===== src/rtl/msdap_input_stage_if.sv =====
// Signal bundle between the serial audio source, the MSDAP input stage
// and the ALU side: serial input, data-memory write port, ALU control.
//   master : source/ALU side (drives in_en, frame, in_bit, alu_busy)
//   slave  : input stage (drives wr_*, current_data_addr, alu_start,
//            sleep, overrun)
interface msdap_input_stage_if #(
    parameter int DATA_W = 16,
    parameter int ADDR_W = 8
);
    logic              in_en;
    logic              frame;
    logic              in_bit;
    logic              alu_busy;
    logic              wr_en;
    logic [ADDR_W-1:0] wr_addr;
    logic [DATA_W-1:0] wr_data;
    logic [ADDR_W-1:0] current_data_addr;
    logic              alu_start;
    logic              sleep;
    logic              overrun;

    modport master (
        output in_en, frame, in_bit, alu_busy,
        input  wr_en, wr_addr, wr_data, current_data_addr,
        input  alu_start, sleep, overrun
    );

    modport slave (
        input  in_en, frame, in_bit, alu_busy,
        output wr_en, wr_addr, wr_data, current_data_addr,
        output alu_start, sleep, overrun
    );
endinterface


===== src/rtl/msdap_input_stage.sv =====
// MSDAP input stage: deserialises a framed MSB-first bit stream into
// DATA_W-bit samples, writes them to the circular data memory, starts
// the ALU per sample, and flags sleep (long zero runs) and overrun.
// Ports: clk, clear (sync, active-high), bus (msdap_input_stage_if.slave)
module msdap_input_stage #(
    parameter int DATA_W     = 16,
    parameter int ADDR_W     = 8,
    parameter int ZERO_LIMIT = 800
) (
    input logic                clk,
    input logic                clear,
    msdap_input_stage_if.slave bus
);
    localparam int CW = $clog2(DATA_W);
    localparam int ZW = $clog2(ZERO_LIMIT + 1);
    localparam logic [ZW-1:0] ZLIM = ZW'(ZERO_LIMIT);
    localparam logic [CW-1:0] CNT0 = CW'(DATA_W - 2);

    typedef enum logic [1:0] {
        IDLE,
        SHIFT,
        WRITE,
        START
    } state_t;

    state_t            state;
    state_t            state_nxt;
    logic [CW-1:0]     bit_cnt;
    logic [DATA_W-1:0] shreg;
    logic [DATA_W-1:0] shifted;
    logic [ADDR_W-1:0] wr_ptr;
    logic [ZW-1:0]     zero_cnt;
    logic [ZW-1:0]     zc_nxt;
    logic              sleep_nxt;
    logic              sof;

    logic              wr_en_q;
    logic [ADDR_W-1:0] wr_addr_q;
    logic [DATA_W-1:0] wr_data_q;
    logic [ADDR_W-1:0] cur_q;
    logic              start_q;
    logic              sleep_q;
    logic              overrun_q;

    assign sof     = bus.in_en & bus.frame;
    assign shifted = {shreg[DATA_W-2:0], bus.in_bit};

    assign bus.wr_en             = wr_en_q;
    assign bus.wr_addr           = wr_addr_q;
    assign bus.wr_data           = wr_data_q;
    assign bus.current_data_addr = cur_q;
    assign bus.alu_start         = start_q;
    assign bus.sleep             = sleep_q;
    assign bus.overrun           = overrun_q;

    // A frame strobe inside SHIFT resyncs, so it must not complete a word.
    always_comb begin
        state_nxt = state;
        unique case (state)
            IDLE:    if (sof) state_nxt = SHIFT;
            SHIFT: begin
                if (bus.in_en && !bus.frame && bit_cnt == '0)
                    state_nxt = WRITE;
            end
            WRITE:   state_nxt = START;
            START:   state_nxt = IDLE;
            default: state_nxt = IDLE;
        endcase
    end

    // In WRITE, shreg holds the complete word; the counter saturates.
    always_comb begin
        zc_nxt    = zero_cnt;
        sleep_nxt = sleep_q;
        if (shreg == '0) begin
            if (zero_cnt != ZLIM) zc_nxt = zero_cnt + 1'b1;
            if (zc_nxt == ZLIM) sleep_nxt = 1'b1;
        end else begin
            zc_nxt    = '0;
            sleep_nxt = 1'b0;
        end
    end

    always_ff @(posedge clk) begin
        if (clear) begin
            state     <= IDLE;
            bit_cnt   <= '0;
            shreg     <= '0;
            wr_ptr    <= '0;
            zero_cnt  <= '0;
            wr_en_q   <= 1'b0;
            wr_addr_q <= '0;
            wr_data_q <= '0;
            cur_q     <= '0;
            start_q   <= 1'b0;
            sleep_q   <= 1'b0;
            overrun_q <= 1'b0;
        end else begin
            state   <= state_nxt;
            wr_en_q <= 1'b0;
            start_q <= 1'b0;
            case (state)
                IDLE: begin
                    if (sof) begin
                        shreg   <= DATA_W'(bus.in_bit);
                        bit_cnt <= CNT0;
                    end
                end
                SHIFT: begin
                    if (sof) begin
                        shreg   <= DATA_W'(bus.in_bit);
                        bit_cnt <= CNT0;
                    end else if (bus.in_en) begin
                        shreg <= shifted;
                        if (bit_cnt == '0) begin
                            wr_en_q   <= 1'b1;
                            wr_addr_q <= wr_ptr;
                            wr_data_q <= shifted;
                        end else begin
                            bit_cnt <= bit_cnt - 1'b1;
                        end
                    end
                end
                // Start decision uses the post-update sleep so the
                // sample that enters sleep does not start the ALU.
                WRITE: begin
                    cur_q    <= wr_ptr;
                    wr_ptr   <= wr_ptr + 1'b1;
                    zero_cnt <= zc_nxt;
                    sleep_q  <= sleep_nxt;
                    if (!sleep_nxt) begin
                        if (!bus.alu_busy) start_q   <= 1'b1;
                        else               overrun_q <= 1'b1;
                    end
                end
                default: ;
            endcase
        end
    end
endmodule


===== src/flat_wrapper.sv =====
// flat-port wrapper written by rule: the top's interface ports become plain ports
module msdap_input_stage_flat 
#(
    parameter int DATA_W     = 16,
    parameter int ADDR_W     = 8,
    parameter int ZERO_LIMIT = 800
)
  (clk, clear, bus_in_en, bus_frame, bus_in_bit, bus_alu_busy, bus_wr_en, bus_wr_addr, bus_wr_data, bus_current_data_addr, bus_alu_start, bus_sleep, bus_overrun);
  msdap_input_stage_if #(.DATA_W(DATA_W), .ADDR_W(ADDR_W)) bus_i ();
  input logic clk;
  input logic clear;
  input wire logic [$bits(bus_i.in_en)-1:0] bus_in_en;
  input wire logic [$bits(bus_i.frame)-1:0] bus_frame;
  input wire logic [$bits(bus_i.in_bit)-1:0] bus_in_bit;
  input wire logic [$bits(bus_i.alu_busy)-1:0] bus_alu_busy;
  output wire logic [$bits(bus_i.wr_en)-1:0] bus_wr_en;
  output wire logic [$bits(bus_i.wr_addr)-1:0] bus_wr_addr;
  output wire logic [$bits(bus_i.wr_data)-1:0] bus_wr_data;
  output wire logic [$bits(bus_i.current_data_addr)-1:0] bus_current_data_addr;
  output wire logic [$bits(bus_i.alu_start)-1:0] bus_alu_start;
  output wire logic [$bits(bus_i.sleep)-1:0] bus_sleep;
  output wire logic [$bits(bus_i.overrun)-1:0] bus_overrun;
  assign bus_i.in_en = bus_in_en;
  assign bus_i.frame = bus_frame;
  assign bus_i.in_bit = bus_in_bit;
  assign bus_i.alu_busy = bus_alu_busy;
  assign bus_wr_en = bus_i.wr_en;
  assign bus_wr_addr = bus_i.wr_addr;
  assign bus_wr_data = bus_i.wr_data;
  assign bus_current_data_addr = bus_i.current_data_addr;
  assign bus_alu_start = bus_i.alu_start;
  assign bus_sleep = bus_i.sleep;
  assign bus_overrun = bus_i.overrun;
  msdap_input_stage #(.DATA_W(DATA_W), .ADDR_W(ADDR_W), .ZERO_LIMIT(ZERO_LIMIT)) u_core (.clk(clk), .clear(clear), .bus(bus_i));
endmodule

===== config.mk =====
export PLATFORM = sky130hd
export DESIGN_NAME = msdap_input_stage_flat
export DESIGN_NICKNAME = d
export VERILOG_FILES = /design/src/rtl/msdap_input_stage_if.sv /design/src/rtl/msdap_input_stage.sv /design/src/flat_wrapper.sv
export SDC_FILE = /design/constraint.sdc
export NUM_CORES = 1
export LEC_CHECK = 0
export ABC_AREA = 1
export CAP_MARGIN = 20
export CORE_UTILIZATION = 50
export DETAILED_ROUTE_END_ITERATION = 12
export DONT_BUFFER_PORTS = 1
export SLEW_MARGIN = 20
export SYNTH_ARGS = -nofsm -noshare
export SYNTH_HDL_FRONTEND = slang
export SYNTH_SLANG_ARGS = --single-unit
export TNS_END_PERCENT = 30

===== constraint.sdc =====
create_clock -name clk -period 3.8 [get_ports clk]
set_clock_uncertainty 0.2 [all_clocks]
set_input_delay 0.76 -clock clk [delete_from_list [all_inputs] [get_ports clk]]
set_output_delay 0.76 -clock clk [all_outputs]
set_load 0.02 [all_outputs]

# After elaboration in Yosys (flattened, before gate mapping)

Cells that the tools add are included.

Output and inout bits: 36
Register bits: 76
Input port bits: 6
Logic and storage cells: 63

$add $sub $neg: 3
Equal/unequal tests: 9
Multiplexer cells: 19
Reductions and logical operators: 14
Bitwise gates (word level): 6

Operator list:

| kind                    | number |
|---|---|
| $mux W16                | 3 |
| $pmux W16 S2            | 1 |
| $mux W10                | 3 |
| $logic_not A16 Y1       | 1 |
| $mux W4                 | 4 |
| $add A10 B1 Y10 const B | 1 |
| $eq A10 B10 Y1 const B  | 1 |
| $ne A10 B10 Y1 const B  | 1 |
| $add A8 B1 Y8 const B   | 1 |
| $pmux W2 S4             | 1 |
| $pmux W4 S2             | 1 |
| $reduce_and A4 Y1       | 2 |
| $ne A3 B2 Y1 const B    | 2 |
| $reduce_and A3 Y1       | 2 |
| $not A1 Y1              | 5 |
| $eq A2 B2 Y1 const B    | 2 |
| $logic_not A4 Y1        | 1 |
| $mux W1                 | 4 |
| $mux W2                 | 2 |
| $ne A2 B1 Y1 const B    | 2 |
| $reduce_or A4 Y1        | 1 |
| $sub A4 B1 Y4 const B   | 1 |
| $reduce_or A3 Y1        | 1 |
| $eq A2 B1 Y1 const B    | 1 |
| other kinds (6)         | 7 |

# Depth between registers and ports, before layout

Depth after elaboration: 8
Depth in mapped cells: 14

# Worst setup path after synthesis

No wires, ideal clock.

Kind: input port to flip-flop
From: input port bus_in_en
To: register u_core.bit_cnt[2]
Stages: 7
Path slack: 1.977 ns
Required time: 3.466 ns
Data arrival time: 1.489 ns
Cells stage by stage: nand2_1 nand2_1 nand2_1 a21oi_2 inv_1 o21ai_0 a21oi_1

Word-level cells in the longest chain between the ends: 3

Ends and longest elaborated chain:

| item                                                              | line                     | text |
|---|---|---|
| start, declared                                                   | flat_wrapper.sv:12       | `input wire logic [$bits(bus_i.in_en)-1:0] bus_in_en;` |
| $and A1 B1 Y1                                                     | msdap_input_stage.sv:45  | `assign sof = bus.in_en & bus.frame;` |
| $ne A3 B2 Y1 (no source line), or another cell as far along       | -                        |  |
| $reduce_and A4 Y1 (no source line) or $pmux W4 S2 (tied branches) | -                        |  |
| end signal, assigned                                              | msdap_input_stage.sv:120 | `bit_cnt <= bit_cnt - 1'b1;` |
| end, declared                                                     | msdap_input_stage.sv:28  | `logic [CW-1:0] bit_cnt;` |

Several ways; a longest one is shown, not always the timed one.
A chain may end at the register's enable or synchronous reset.

# Worst setup path after layout

From: register u_core.bit_cnt[0]
To: register u_core.wr_data_q[15] (netlist: u_core.bus.wr_data[15])

Word-level cells in the longest chain between the ends: 2

Ends and longest elaborated chain:

| item                               | line                     | text |
|---|---|---|
| $logic_not A4 Y1                   | msdap_input_stage.sv:115 | `if (bit_cnt == '0) begin` |
| $reduce_and A4 Y1 (no source line) | -                        |  |
| end signal, assigned               | msdap_input_stage.sv:118 | `wr_data_q <= shifted;` |
| end, declared                      | msdap_input_stage.sv:39  | `logic [DATA_W-1:0] wr_data_q;` |

Every way passes these cells.

==> impl_metrics.yaml <==
sta:
  rsz0062_at_grt: "false"
  period_minus_slack_ns: 2.309
  finalSetupTns_ns: 0
  period_share_pct: 60.76
  drv_slew: 0
  tightestPinTransition_ns: 1.018
  fmax_mhz: 433.1
  setup_viol: 0
  timing.final.hold_violations: 0
  slew_headroom_pct: 31.71
synth:
  syn_inst: 431
  yosysTopAreaCellShare_pct: 47.06
  synth-seq-cells: 76
  netlist_area_mm2: 0.003233
  synth_area_leaders: "dfxtp_1 (47%), nand2_1 (8.5%), a21oi_1 (7.7%)"
  async_reset_ff_share_pct: 0
  ys_types: 32
  postSynthAreaPerCell_um2: 7.501
  synth_area_leader_cell: "dfxtp_1"
  synth_ff_type: "dfxtp_1"
  synth_nets: 444
  yosys_warnings: 0
  synth-edff-count: 0
  synth.yosys.seq_area_share_pct: 47.06
floorplanning:
  initial_utilization_pct: 53.34
  die_w_um: 82.41
  io_pins: 42
  core_mm2: 0.006061
  die_h_um: 82.41
  fp-row-count: 28
  dieArea_mm2: 0.006791
critical_path:
  start_kind: "flip-flop"
  r2r_start: "u_core.bit_cnt[0]$_SDFFE_PP0P_"
  r2r_setup_slack_ns: 1.49
  worstSetupEndpointType: "flip-flop"
  crit_arrival_ns: 2.34
  cp_cell_sequence: "inv_1, ha_1, inv_1, nor3_2, nand3b_1, nor2_4, inv_2, nor2_1, nor2_1"
  worstReg2RegEnd: "u_core.bus.wr_data[15]$_SDFFE_PP0P_"
  critPathRequiredTime_ns: 3.83
  slowest_stage: "nor2_4"
  r2r_cells: 9
  cp_max_fo: 37
  crit_type: "flip-flop to flip-flop"
  critPathMaxStageDelay_ns: 0.56
cts:
  clk_path_buf_depth: 2
  clkTransAtPathRegs_ns: 0.08
  postCtsSetupBuffers: 0
  h-tree-depth: 3
  hold_buffers: 0
  cts_resized: 0
  tritoncts: "built"
  numClockSinks: 76
  numCtsBuffers: 9
  clockRootBuffer: "clkbuf_8"
  clk_latency_ns: 0.34
placement:
  port_buffers: 0
  dp_hpwl_um: 4424
  post-place-cells: 487
  gp_congestion: 0.7786
pwr:
  power_density_mw_per_mm2: 625.4
  power.leakage_nw: 1.368
  vdd_drop_max_uv: 350.6
finish:
  diodes: 0
  most-common-layout-cells: "dfxtp_1 (76), nand2_1 (73), nor2_1 (53)"
  final_cells: 502
  final_nets: 436
  area_growth_pct: 5.960
  drive_gt1_share_pct: 6.792
  final_common_cell: "dfxtp_1"
route:
  ant_nets: 0
  drt_iter0_drc: 102
  vias: 2667
  wl_per_cell_um: 13.36
  drt_pass1_iterations: 4
  viasPerCell: 5.313
  routed_wl_um: 6709
  drc: 0
worst_hold_path:
  min_path_type: "flip-flop to flip-flop"
  whs_path_depth: 2
  hold_end: "u_core.shreg[15]$_SDFFE_PP0P_"
  min_from: "u_core.shreg[15]$_SDFFE_PP0P_"
global_routing:
  grt_pass1_vias: 2486
  grt_pass1_wl_um: 11100
  overflow: 0
  grt_usage_pct: 21.71
  antenna_found_initial: 0
  grt_start_max_net_pins: 42
flow_run:
  cap_violations: 0
run_status:
  status: "completed"
synthesized netlist by cell type, types with 6 or more instances:
master and n:
nand2_1 73, a211oi_1 8, nand3_1 21, nor3_1 6, nor2_1 53, inv_1 39
nand4_1 6, o21ai_0 41, buf_2 10, dfxtp_1 76, a21oi_1 50, clkbuf_1 7
ha_1 7
worst max path at each step:
stage / startpoint / endpoint / slack [ns] / depth (start not counted)
floorplan: bus_in_en / u_core.bit_cnt[2]$_SDFFE_PP0P_ / 1.98 / 7
global placement: bus_frame / u_core.bus.wr_data[11]$_SDFFE_PP0P_ / 1.48 / 5
detailed placement: bus_frame / u_core.bus.wr_data[15]$_SDFFE_PP0P_ / 1.45 / 5
CTS: u_core.bit_cnt[0]$_SDFFE_PP0P_ / u_core.bus.wr_data[15]$_SDFFE_PP0P_ / 1.47 / 9
global route: u_core.bit_cnt[0]$_SDFFE_PP0P_ / u_core.bus.wr_addr[0]$_SDFFE_PP0P_ / 1.21 / 9
finish: u_core.bit_cnt[0]$_SDFFE_PP0P_ / u_core.bus.wr_data[15]$_SDFFE_PP0P_ / 1.49 / 9
stage by stage:
step | worst slack, ns | hold WS, ns | instance area (um2) | util (%) | power, W
2_1_floorplan | 1.977 | 0.2444 | 3233 | - | 0.001470
3_3_place_gp | 1.478 | 0.2589 | 3243 | 53.51 | 0.001567
3_5_place_dp | 1.446 | 0.2711 | 3243 | 53.51 | 0.001578
4_1_cts | 1.467 | 0.2580 | 3426 | 56.52 | 0.002166
5_1_grt | 1.214 | 0.2568 | 3426 | 56.52 | 0.002289
6_report | 1.491 | 0.2787 | 3426 | 56.52 | 0.002142
worst max-delay path, delay by kind of cell (launching register included):
family / cells / cell delay [ns]
buf+inv: 3 / 0.43
fa+ha+maj: 1 / 0.15
flops: 1 / 0.30
simple gates: 5 / 1.10
logic make-up (layout without fill, tap and decap cells):
kind of cell               after synthesis  count (layout)  share of synthesized area (%)
and+or+nand+nor                        173             173                          23.26
AOI/OAI and AO/OA                      107             107                          17.84
DFF                                     76              76                          47.06
buffers and inverters                   64              60                          8.050
adders and majority gates                7               7                          2.709
xor gates and xnor gates                 4               4                          1.084
report_power, final:
| part | total [W] | internal (W) | switching, W | leakage [nW] |
|---|---|---|---|---|
| Clock | 0.000586 | 0.000301 | 0.000285 | 0.0894 |
| Sequential | 0.00105 | 0.000910 | 0.000142 | 0.617 |
| Combinational | 0.000504 | 0.000164 | 0.000341 | 0.662 |
per-layer routing:
layer	vias up	global-route usage (%)	routed length, um	share of wire [%]
li1	1407	-	-	-
met1	1207	26.87	3247	48
met2	45	34.96	3016	45
met3	8	6.923	373	5.6
met4	0	8.421	72	1.1
met5	-	0	0	0
layout make-up:
class | instances | area (um2)
clock inverters | 4 | 51.30
clock buffers | 11 | 131.4
flip-flops and latches | 76 | 1521
repair buffers | 2 | 15.01
multi-input cells | 291 | 1451
inverters | 43 | 161.4
fillers | 615 | 2635
well taps | 75 | 93.84
registers in the layout, indices dropped and copies added, names as in the netlist:
register and flops:
u_core.bus.sleep 1, u_core.bus.overrun 1, u_core.bit_cnt 4, u_core.wr_ptr 8
u_core.bus.wr_addr 8, u_core.shreg 16, u_core.bus.wr_en 1, u_core.state 2
u_core.bus.current_data_addr 8, u_core.bus.wr_data 16, u_core.bus.alu_start 1, u_core.zero_cnt 10
(Power assumes the default switching activity.)
